===== src/rtl/tta_pkg.sv =====
// Shared types and constants for the TTA functional-unit scheduler.
package tta_pkg;

    localparam int REG_W    = 5;
    localparam int NUM_REGS = 32;

    typedef enum logic [1:0] {
        FU_ADD  = 2'd0,
        FU_SUB  = 2'd1,
        FU_LSU  = 2'd2,
        FU_NONE = 2'd3
    } fu_id_e;

    typedef enum logic {
        LSU_IDLE = 1'b0,
        LSU_BUSY = 1'b1
    } lsu_state_e;

endpackage


===== src/rtl/tta_rr_arbiter.sv =====
// Round-robin arbiter: one-hot grant starting at the pointer; the pointer moves
// past the winner only when the caller confirms the grant with upd_i.
module tta_rr_arbiter #(
    parameter  int N  = 2,
    localparam int PW = (N > 1) ? $clog2(N) : 1
) (
    input  logic          clk_i,
    input  logic          rst_i,
    input  logic [N-1:0]  req_i,
    input  logic          upd_i,
    output logic [N-1:0]  gnt_o,
    output logic [PW-1:0] idx_o,
    output logic          any_o
);

    logic [PW-1:0] ptr_q;
    logic [PW-1:0] ptr_d;
    logic [PW-1:0] win;
    logic          hit;

    always_comb begin
        hit = 1'b0;
        win = '0;
        for (int k = 0; k < N; k++) begin
            if (!hit && req_i[(int'(ptr_q) + k) % N]) begin
                hit = 1'b1;
                win = PW'((int'(ptr_q) + k) % N);
            end
        end
    end

    always_comb begin
        gnt_o      = '0;
        gnt_o[win] = hit;
    end

    assign idx_o = win;
    assign any_o = hit;

    // Kept apart from the search so the upd_i path (which depends on any_o) has no loop.
    assign ptr_d = !upd_i ? ptr_q : (int'(win) == N - 1) ? '0 : win + PW'(1);

    always_ff @(posedge clk_i) begin
        if (rst_i) ptr_q <= '0;
        else       ptr_q <= ptr_d;
    end

endmodule


===== src/rtl/tta_fu_scheduler.sv =====
// Issue-side scheduler: per-FU round-robin, transport-bus cap, LSU occupancy and load scoreboard.
// Define TTA_SCHED_PERF_EN to add the stall / bus-denial performance counters.
//
//   state    | meaning
//   LSU_IDLE | LSU free, no access in flight
//   LSU_BUSY | access in flight, cnt = remaining busy cycles; accepts a new grant at cnt==1
module tta_fu_scheduler
    import tta_pkg::*;
#(
    parameter  int N       = 2,
    parameter  int NUM_FU  = 3,
    parameter  int BUS_CNT = 2,
    parameter  int LSU_LAT = 2,
    localparam int SW      = (N > 1) ? $clog2(N) : 1
) (
    input  logic                   clk_i,
    input  logic                   rst_i,
    input  logic [N-1:0]           req_valid_i,
    input  logic [2*N-1:0]         req_fu_i,
    input  logic [N-1:0]           req_load_i,
    input  logic [REG_W*N-1:0]     req_rs1_i,
    input  logic [REG_W*N-1:0]     req_rs2_i,
    input  logic [REG_W*N-1:0]     req_rd_i,
    output logic [N-1:0]           req_ready_o,
    output logic [NUM_FU-1:0]      grant_valid_o,
    output logic [NUM_FU*SW-1:0]   grant_slot_o,
    output logic                   wb_valid_o,
    output logic [REG_W-1:0]       wb_rd_o
`ifdef TTA_SCHED_PERF_EN
    ,
    output logic [31:0]            perf_stall_cnt_o,
    output logic [31:0]            perf_bus_deny_cnt_o
`endif
);

    localparam int FW      = (NUM_FU > 1) ? $clog2(NUM_FU) : 1;
    localparam int CW      = $clog2(LSU_LAT + 1);
    localparam int LSU_IDX = int'(FU_LSU);

    logic [NUM_FU-1:0][N-1:0]  elig;
    logic [NUM_FU-1:0][N-1:0]  arb_gnt;
    logic [NUM_FU-1:0][SW-1:0] arb_idx;
    logic [NUM_FU-1:0]         has_win;
    logic [NUM_FU-1:0]         fu_gnt;
    logic                      bus_deny;
    logic                      lsu_free;
    logic [SW-1:0]             lsu_slot;
    int                        used;
    int                        fsel;

    logic [FW-1:0]         fu_ptr_q, fu_ptr_d;
    lsu_state_e            lsu_state_q, lsu_state_d;
    logic [CW-1:0]         lsu_cnt_q, lsu_cnt_d;
    logic                  lsu_load_q, lsu_load_d;
    logic [REG_W-1:0]      lsu_rd_q, lsu_rd_d;
    logic [NUM_REGS-1:0]   sb_q, sb_d;
    logic [NUM_FU-1:0]     grant_valid_q;
    logic [NUM_FU*SW-1:0]  grant_slot_q, grant_slot_d;
    logic                  wb_valid_q, wb_valid_d;
    logic [REG_W-1:0]      wb_rd_q, wb_rd_d;

    assign lsu_free = (lsu_state_q == LSU_IDLE) || (lsu_cnt_q == CW'(1));

    // x0 is never set in the scoreboard, so it can be looked up like any other register.
    always_comb begin
        elig = '0;
        for (int i = 0; i < N; i++) begin
            for (int f = 0; f < NUM_FU; f++) begin
                elig[f][i] = req_valid_i[i]
                          && (req_fu_i[2*i +: 2] == 2'(f))
                          && ((f != LSU_IDX) || lsu_free)
                          && !sb_q[req_rs1_i[REG_W*i +: REG_W]]
                          && !sb_q[req_rs2_i[REG_W*i +: REG_W]]
                          && !sb_q[req_rd_i[REG_W*i +: REG_W]];
            end
        end
    end

    for (genvar f = 0; f < NUM_FU; f++) begin : g_arb
        tta_rr_arbiter #(.N(N)) u_arb (
            .clk_i (clk_i),
            .rst_i (rst_i),
            .req_i (elig[f]),
            .upd_i (fu_gnt[f]),
            .gnt_o (arb_gnt[f]),
            .idx_o (arb_idx[f]),
            .any_o (has_win[f])
        );
    end

    always_comb begin
        fu_gnt   = '0;
        bus_deny = 1'b0;
        used     = 0;
        fsel     = 0;
        for (int k = 0; k < NUM_FU; k++) begin
            fsel = (int'(fu_ptr_q) + k) % NUM_FU;
            if (has_win[fsel]) begin
                if (used < BUS_CNT) begin
                    fu_gnt[fsel] = 1'b1;
                    used         = used + 1;
                end else begin
                    bus_deny = 1'b1;
                end
            end
        end
    end

    assign fu_ptr_d = !bus_deny ? fu_ptr_q
                    : (fu_ptr_q == FW'(NUM_FU - 1)) ? '0 : fu_ptr_q + FW'(1);

    always_comb begin
        req_ready_o  = '0;
        grant_slot_d = '0;
        for (int f = 0; f < NUM_FU; f++) begin
            if (fu_gnt[f]) begin
                req_ready_o                = req_ready_o | arb_gnt[f];
                grant_slot_d[SW*f +: SW]   = arb_idx[f];
            end
        end
    end

    assign lsu_slot = arb_idx[LSU_IDX];

    always_comb begin
        lsu_state_d = lsu_state_q;
        lsu_cnt_d   = lsu_cnt_q;
        lsu_load_d  = lsu_load_q;
        lsu_rd_d    = lsu_rd_q;
        wb_valid_d  = (lsu_state_q == LSU_BUSY) && (lsu_cnt_q == CW'(1)) && lsu_load_q;
        wb_rd_d     = wb_valid_d ? lsu_rd_q : '0;
        if (lsu_state_q == LSU_BUSY) begin
            lsu_cnt_d = lsu_cnt_q - CW'(1);
            if (lsu_cnt_q == CW'(1)) lsu_state_d = LSU_IDLE;
        end
        if (fu_gnt[LSU_IDX]) begin
            lsu_state_d = LSU_BUSY;
            lsu_cnt_d   = CW'(LSU_LAT);
            lsu_load_d  = req_load_i[lsu_slot];
            lsu_rd_d    = req_rd_i[REG_W*int'(lsu_slot) +: REG_W];
        end
    end

    // Set after clear so a same-cycle set of the retiring register wins.
    always_comb begin
        sb_d = sb_q;
        if (wb_valid_q) sb_d[wb_rd_q] = 1'b0;
        if (fu_gnt[LSU_IDX] && lsu_load_d && (lsu_rd_d != '0)) sb_d[lsu_rd_d] = 1'b1;
    end

    always_ff @(posedge clk_i) begin
        if (rst_i) begin
            fu_ptr_q      <= '0;
            lsu_state_q   <= LSU_IDLE;
            lsu_cnt_q     <= '0;
            lsu_load_q    <= 1'b0;
            lsu_rd_q      <= '0;
            sb_q          <= '0;
            grant_valid_q <= '0;
            grant_slot_q  <= '0;
            wb_valid_q    <= 1'b0;
            wb_rd_q       <= '0;
        end else begin
            fu_ptr_q      <= fu_ptr_d;
            lsu_state_q   <= lsu_state_d;
            lsu_cnt_q     <= lsu_cnt_d;
            lsu_load_q    <= lsu_load_d;
            lsu_rd_q      <= lsu_rd_d;
            sb_q          <= sb_d;
            grant_valid_q <= fu_gnt;
            grant_slot_q  <= grant_slot_d;
            wb_valid_q    <= wb_valid_d;
            wb_rd_q       <= wb_rd_d;
        end
    end

    assign grant_valid_o = grant_valid_q;
    assign grant_slot_o  = grant_slot_q;
    assign wb_valid_o    = wb_valid_q;
    assign wb_rd_o       = wb_rd_q;

`ifdef TTA_SCHED_PERF_EN
    logic [31:0] perf_stall_q, perf_deny_q;

    always_ff @(posedge clk_i) begin
        if (rst_i) begin
            perf_stall_q <= '0;
            perf_deny_q  <= '0;
        end else begin
            if (|(req_valid_i & ~req_ready_o) && (perf_stall_q != '1)) perf_stall_q <= perf_stall_q + 32'd1;
            if (bus_deny && (perf_deny_q != '1))                      perf_deny_q  <= perf_deny_q + 32'd1;
        end
    end

    assign perf_stall_cnt_o    = perf_stall_q;
    assign perf_bus_deny_cnt_o = perf_deny_q;
`endif

endmodule


===== config.mk =====
export PLATFORM = sky130hd
export DESIGN_NAME = tta_fu_scheduler
export DESIGN_NICKNAME = d
export VERILOG_FILES = /design/src/rtl/tta_pkg.sv /design/src/rtl/tta_rr_arbiter.sv /design/src/rtl/tta_fu_scheduler.sv
export SDC_FILE = /design/constraint.sdc
export NUM_CORES = 1
export LEC_CHECK = 0
export BUFFER_PORTS_ARGS = -buffer_cell sky130_fd_sc_hd__buf_4
export CORE_MARGIN = 3
export CORE_UTILIZATION = 33
export CTS_BUF_LIST = sky130_fd_sc_hd__clkbuf_4 sky130_fd_sc_hd__clkbuf_8 sky130_fd_sc_hd__clkbuf_16
export CTS_CLUSTER_SIZE = 40
export DETAILED_ROUTE_END_ITERATION = 7
export HOLD_SLACK_MARGIN = 0.03
export PLACE_DENSITY = 0.57
export SYNTH_ARGS = -nofsm -noshare
export SYNTH_HDL_FRONTEND = slang
export SYNTH_SLANG_ARGS = --single-unit

===== constraint.sdc =====
create_clock -name clk_i -period 5 [get_ports clk_i]
set_input_delay 1 -clock clk_i [delete_from_list [all_inputs] [get_ports clk_i]]
set_output_delay 1 -clock clk_i [all_outputs]
set_load 0.005 [all_outputs]

== Yosys cells after proc, flatten, opt, wreduce, memory -nomap -nowiden ==
Cells that the tools add are included.
Storage, ports and cells
  register bits after elaboration: 58
  bits of input ports: 40
  output and inout port bits: 14
Operators by class
  magnitude comparators: 30
  equal/unequal tests: 6
  muxes and demuxes: 94
  add/subtract/negate cells: 11
  shift operators: 1
  bitwise operators: 18
  reduce and logical (&&, ||, !) cells: 60
  multiply operators: 1
  div/mod/pow operators: 3
Operator list (number)
  32-bit two-way mux: 4
  32-bit by 1-bit greater-or-equal comparator with 1-bit output (second input constant): 3
  32-bit by 4-bit less-than comparator with 1-bit output (second input constant): 3
  32-bit by 3-bit less-than comparator with 1-bit output (second input constant): 2
  32-bit by 3-bit remainder unit with 32-bit output (second input constant): 2
  1-bit two-way mux: 61
  5-bit by 6-bit less-than comparator with 1-bit output (second input constant): 8
  1-bit logical AND: 41
  32-bit by 2-bit adder with 32-bit output (second input constant): 1
  32-bit bitwise AND: 1
  3-bit by 3-bit remainder unit with 32-bit output (second input constant): 1
  32-bit NOT: 1
  32-bit OR: 1
  1-bit binary-select mux with 5-bit select: 6
  3-bit two-way mux: 5
  1-bit by 2-bit less-than comparator with 1-bit output (second input constant): 6
  2-bit two-way mux: 6
  1-bit demux with 5-bit select: 2
  5-bit by 1-bit greater-or-equal comparator with 1-bit output (second input constant): 2
  2-bit OR reduction: 5
  10-bit by 5-bit variable part select with 5-bit output: 1
  1-bit logical NOT: 9
  2-bit by 3-bit less-than comparator with 1-bit output (second input constant): 3
  1-bit adder (second input constant): 6
  21 further kinds: 44

== Logic depth before layout (Yosys ltp) ==
  depth in word-level cells: 29
  mapped depth: 13
  depth with buffers taken out: 10

== Cells and area by module ==
A second synthesis with hierarchy kept.
Second synthesis, totals
  cells, all modules: 519
  area, all modules: 4591.9 µm²
Modules (own cells, without submodules)
  tta_fu_scheduler: seq. area each 1101.1 µm², area each 4347.9 µm², cells each 495, instances 1
  tta_rr_arbiter: seq. area each 20.0 µm², area each 81.3 µm², cells each 8, instances 3

== Worst setup path before layout ==
Ideal clock, no wire load.
  path kind: input port to output port
  start point: input req_rs2_i[7]
  end point: output req_ready_o[0]
  arrival: 3.558 ns
  path slack: 0.442 ns
  stages on the path: 12
  path buffers: 3
  cell sequence: buf_2 buf_2 mux2_2 o211ai_1 nand4_1 nor4_2 a21oi_2 mux2_2 o32ai_4 buf_4 nand3b_1 o2111ai_1
Between the ends
  longest elaborated chain between the ends: 26
  elaborated cells between the ends (all ways): 87
Ends and longest elaborated chain
  from (decl): line tta_fu_scheduler.sv:22  | input logic [REG_W*N-1:0] req_rs2_i,
  1-bit binary-select mux with 5-bit select *: line tta_fu_scheduler.sv:73  | && !sb_q[req_rs2_i[REG_W*i +: REG_W]]
  1-bit two-way mux (implied by the code) *: line tta_fu_scheduler.sv:73
  1-bit logical NOT *: line tta_fu_scheduler.sv:73
  1-bit logical AND: line tta_fu_scheduler.sv:73
  1-bit logical AND: line tta_fu_scheduler.sv:74  | && !sb_q[req_rd_i[REG_W*i +: REG_W]];
  1-bit two-way mux (implied by the code) (2 in series): line tta_rr_arbiter.sv:25  | if (!hit && req_i[(int'(ptr_q) + k) % N]) begin
  1-bit two-way mux: line tta_rr_arbiter.sv:25
  1-bit logical NOT: line tta_rr_arbiter.sv:25
  (+9 left out)
  32-bit by 3-bit less-than comparator with 1-bit output or 3-bit OR (tied branches)
  3-bit two-way mux: line tta_fu_scheduler.sv:99  | if (used < BUS_CNT) begin
  3-bit two-way mux: line tta_fu_scheduler.sv:98  | if (has_win[fsel]) begin
  2-bit two-way mux: line tta_fu_scheduler.sv:116  | if (fu_gnt[f]) begin
  2-bit OR: line tta_fu_scheduler.sv:117  | req_ready_o = req_ready_o | arb_gnt[f];
  2-bit two-way mux: line tta_fu_scheduler.sv:116
  2-bit OR: line tta_fu_scheduler.sv:117
  2-bit two-way mux *: line tta_fu_scheduler.sv:116
  to (decl): line tta_fu_scheduler.sv:24  | output logic [N-1:0] req_ready_o,
Mark *: on every way between the ends. The rest lies on a longest branch, timed or not. The select of a mux whose other input is x is not followed.

== Final worst setup path ==
  start point: input req_rd_i[7]
  end point: output req_ready_o[1]
Between the ends
  longest elaborated chain between the ends: 25
  elaborated cells between the ends (all ways): 84
Ends and longest elaborated chain
  from (decl): line tta_fu_scheduler.sv:23  | input logic [REG_W*N-1:0] req_rd_i,
  1-bit binary-select mux with 5-bit select *: line tta_fu_scheduler.sv:74
  1-bit two-way mux (implied by the code) *: line tta_fu_scheduler.sv:74
  1-bit logical NOT *: line tta_fu_scheduler.sv:74
  1-bit logical AND: line tta_fu_scheduler.sv:74
  1-bit two-way mux (implied by the code) (2 in series): line tta_rr_arbiter.sv:25
  1-bit two-way mux: line tta_rr_arbiter.sv:25
  1-bit logical NOT: line tta_rr_arbiter.sv:25
  1-bit logical AND: line tta_rr_arbiter.sv:25
  (+8 left out)
  32-bit by 3-bit less-than comparator with 1-bit output or 3-bit OR (tied branches)
  3-bit two-way mux: line tta_fu_scheduler.sv:99
  3-bit two-way mux: line tta_fu_scheduler.sv:98
  2-bit two-way mux: line tta_fu_scheduler.sv:116
  2-bit OR: line tta_fu_scheduler.sv:117
  2-bit two-way mux: line tta_fu_scheduler.sv:116
  2-bit OR: line tta_fu_scheduler.sv:117
  2-bit two-way mux *: line tta_fu_scheduler.sv:116
Marks and branches as above.

==> impl_metrics.json <==
{
  "r2r_start": "sb_q[18]",
  "hold_violations": 0,
  "clockBufferDepth": 2,
  "placementRows": 43,
  "grt_use_met3_pct": 3.65,
  "grtUsageMet1_pct": 29.7,
  "yosys_warnings": 0,
  "hold_ws_ns": 0.456,
  "slew_violations": 0,
  "yosysSeqAreaShare_pct": 24.3,
  "crit_chain": "buf_4 > mux4_2 > nand2b_1 > o2111ai_1 > nand4_1 > nor4_4 > a21boi_2 > o32ai_1 > a22oi_1 > o31a_1 > o211ai_1 > buf_4",
  "busiest_layer": "met2",
  "viasPerCell": 6.14,
  "start_kind": "primary input",
  "start_util_pct": 34.1,
  "power_density_nw_per_um2": 232,
  "gp_congestion": 0.944,
  "max_cap_viol_count": 0,
  "crit_path_top_delay_cell": "mux4_2",
  "clk_latency_ns": 0.33,
  "path_class": "in2out",
  "first_global_vias": 4488,
  "dieWidth_um": 126,
  "peakVddDrop_v": 0.000182,
  "period_share_pct": 96.0,
  "min_period_ns": 4.80,
  "arrival_ns": 3.80,
  "syn_nets": 605,
  "drc": 0,
  "root_buffer": "clkbuf_16",
  "cp_max_fo": 8,
  "end_kind": "primary output",
  "io-pin-count": 54,
  "worstSetupStartpoint": "req_rd_i[7]",
  "syn-cell-area_um2": 4770,
  "status": "complete, no violations",
  "critPathTopFamily": "compound AO/OA/AOI/OAI gates",
  "tns_ns": 0,
  "htree_num_levels": 3,
  "drt_iter0_markers": 616,
  "crit_buf_inv": 2,
  "dr.pass1.iters": 5,
  "syn_inst": 559,
  "numPortBuffers": 53,
  "antenna_found_initial": 0,
  "ys_seq_elements": 58,
  "ant_nets": 0,
  "wl_per_cell_um": 22.0,
  "ctsHoldBuffers": 0,
  "die_area_um2": 15900,
  "fmax_ghz": 0.208,
  "drive_above_1_share_pct": 19.8,
  "grt.met2_usage_pct": 31.8,
  "grt_pass1_wl_mm": 26.0,
  "cts_tree": "yes",
  "min_from": "lsu_rd_q[3]",
  "setup_viol": 0,
  "layout_setup_ws_ns": 0.202,
  "p_leak_nw": 2.18,
  "post-dp-hpwl_mm": 12.2,
  "routed_wl_mm": 17.1,
  "critPathRequiredTime_ns": 4.00,
  "num_antenna_cells": 0,
  "rsz0062_at_grt": "false",
  "pre_cts_ws_ns": 0.121,
  "grt_overflow": 0,
  "core_area_um2": 14000,
  "synth_flop_cell": "dfxtp_1",
  "cts.sink_count": 58,
  "slowest_delay_ns": 0.50,
  "cts.clk_slew.worst_paths_ns": 0.05,
  "cts_buffers": 9,
  "placed_cell_area_um2": 5300,
  "areaGrowthSynthToFinish_pct": 17.8,
  "nNetsFinal": 641,
  "ys_async_sr_fraction_pct": 0,
  "routed-via-count": 4791,
  "die_h_um": 126,
  "grt.total_usage_pct": 21.0,
  "avgSynthCellArea_um2": 8.53,
  "relSlewSlack_pct": 45.2,
  "yosysUniqueCellTypes": 68,
  "worstMarginPinSlew_ns": 0.809,
  "hp-class": "reg2reg",
  "skew_ns": 0.00810,
  "grt_max_degree": 34,
  "synth_enable_flop_cells": 0,
  "fin_area_um2": 5620,
  "critPathMostFrequentCell": "buf_4"
}
## worst reg2reg max path, stage by stage, from the launching register on
cell	delay (ns)
dfxtp_1	0.47
mux4_2	0.52
a2bb2oi_1	0.15
nand4b_1	0.15
nand4_1	0.26
nor4_4	0.44
o211ai_1	0.28
buf_4	0.32
mux2_2	0.42
inv_1	0.11
nand4_1	0.34
o21ai_0	0.29
## metrics by stage
step / cells / util (%) / power (mW)
after floorplan: 559 / - / 0.628
after global placement: 764 / 37.9 / 0.696
after detailed placement: 764 / 37.9 / 0.699
after CTS: 780 / 40.0 / 1.31
after global routing: 780 / 40.2 / 1.35
final: 780 / 40.2 / 1.30
## placed cells by master, fill, tap and decap left out, types with 9 or more instances in the layout
cell type	count
mux2i_1	68
a22oi_1	9
inv_1	20
o21ai_0	21
o211ai_1	25
nand3_1	30
clkbuf_16	9
mux2_2	10
a211oi_1	10
o31ai_1	10
nor2b_1	13
nand3b_1	9
nand2_1	47
a21oi_1	13
dfxtp_1	58
nand2b_1	12
mux4_2	17
nor2_1	38
buf_4	63
## power by group
part	total (mW)	switching (mW)	leakage, nW	internal [mW]
logic	0.215	0.125	1.56	0.0899
clock network	0.606	0.222	0.145	0.384
registers	0.481	0.00798	0.469	0.473
## per-layer routing
layer,wire (um),up-vias
met5,0,-
met4,553,0
met3,1430,44
met2,7490,254
met1,7650,2288
li1,-,2205
## synth_stat cells, types with 3 or more instances
master / number / area [um^2]
nor3b_1: 8 / 60.1
mux2_2: 10 / 113
dfxtp_1: 58 / 1160
nor4b_1: 6 / 52.6
a22oi_1: 9 / 67.6
a311oi_1: 4 / 35.0
o22ai_1: 3 / 18.8
inv_1: 20 / 75.1
o2111ai_1: 3 / 26.3
ha_1: 6 / 75.1
nand3b_1: 9 / 67.6
o21ai_0: 21 / 105
nor3_1: 7 / 35.0
nor2b_1: 13 / 81.3
clkbuf_1: 24 / 90.1
and2_1: 6 / 37.5
a41oi_1: 3 / 26.3
mux4_2: 17 / 383
o21ai_1: 6 / 30.0
and3_1: 4 / 25.0
nand2b_1: 12 / 75.1
nand4_1: 8 / 50.1
buf_2: 12 / 60.1
o31ai_1: 10 / 75.1
nand3_1: 30 / 150
a21oi_1: 13 / 65.1
nand2_1: 47 / 176
nor2_1: 38 / 143
mux2i_1: 68 / 681
a211oi_1: 10 / 75.1
o41ai_1: 4 / 35.0
o211ai_1: 25 / 188
o311ai_0: 3 / 26.3
## kinds of logic (layout without fill, tap and decap cells)
logic type	Yosys count	after routing	synth area share, %
and+or+nand+nor	201	201	22.8
AOI/OAI and AO/OA	137	137	20.8
muxes	97	97	25.1
buffers and inverters	59	100	5.19
DFF	58	58	24.3
adders and majority gates	6	6	1.57
xor gates and xnor gates	1	1	0.184
## final timing paths
path | to | slack, ns | cells past startpoint
setup / recovery | req_ready_o[1] | 0.20 | 12
setup reg to reg | sb_q[27] | 1.18 | 11
hold reg to reg | wb_rd_o[3] | 0.46 | 1
hold / removal | wb_rd_o[3] | 0.46 | 1
## layout make-up
| class | count | area [um^2] |
|---|---|---|
| Fill cell | 1419 | 8370 |
| Sequential cell | 58 | 1160 |
| Tap cell | 180 | 225 |
| Timing Repair Buffer | 63 | 473 |
| Multi-Input combinational cell | 442 | 3390 |
| Clock inverter | 7 | 70.1 |
| Inverter | 21 | 78.8 |
| Clock buffer | 9 | 225 |
## sequential cells by signal (all words and copies together) (netlist names)
signal,count
grant_valid_o,3
sb_q,32
wb_rd_o,5
lsu_cnt_q,2
lsu_load_q,1
fu_ptr_q,2
g_arb.u_arb.ptr_q,3
lsu_state_q,1
lsu_rd_q,5
grant_slot_o,3
wb_valid_o,1
## timing repair
action,CTS,global route
setup buffers,0,0
setup endpoints to repair,0,2
gates resized for setup,0,4
No activity file was read; power rests on OpenSTA's default activity.
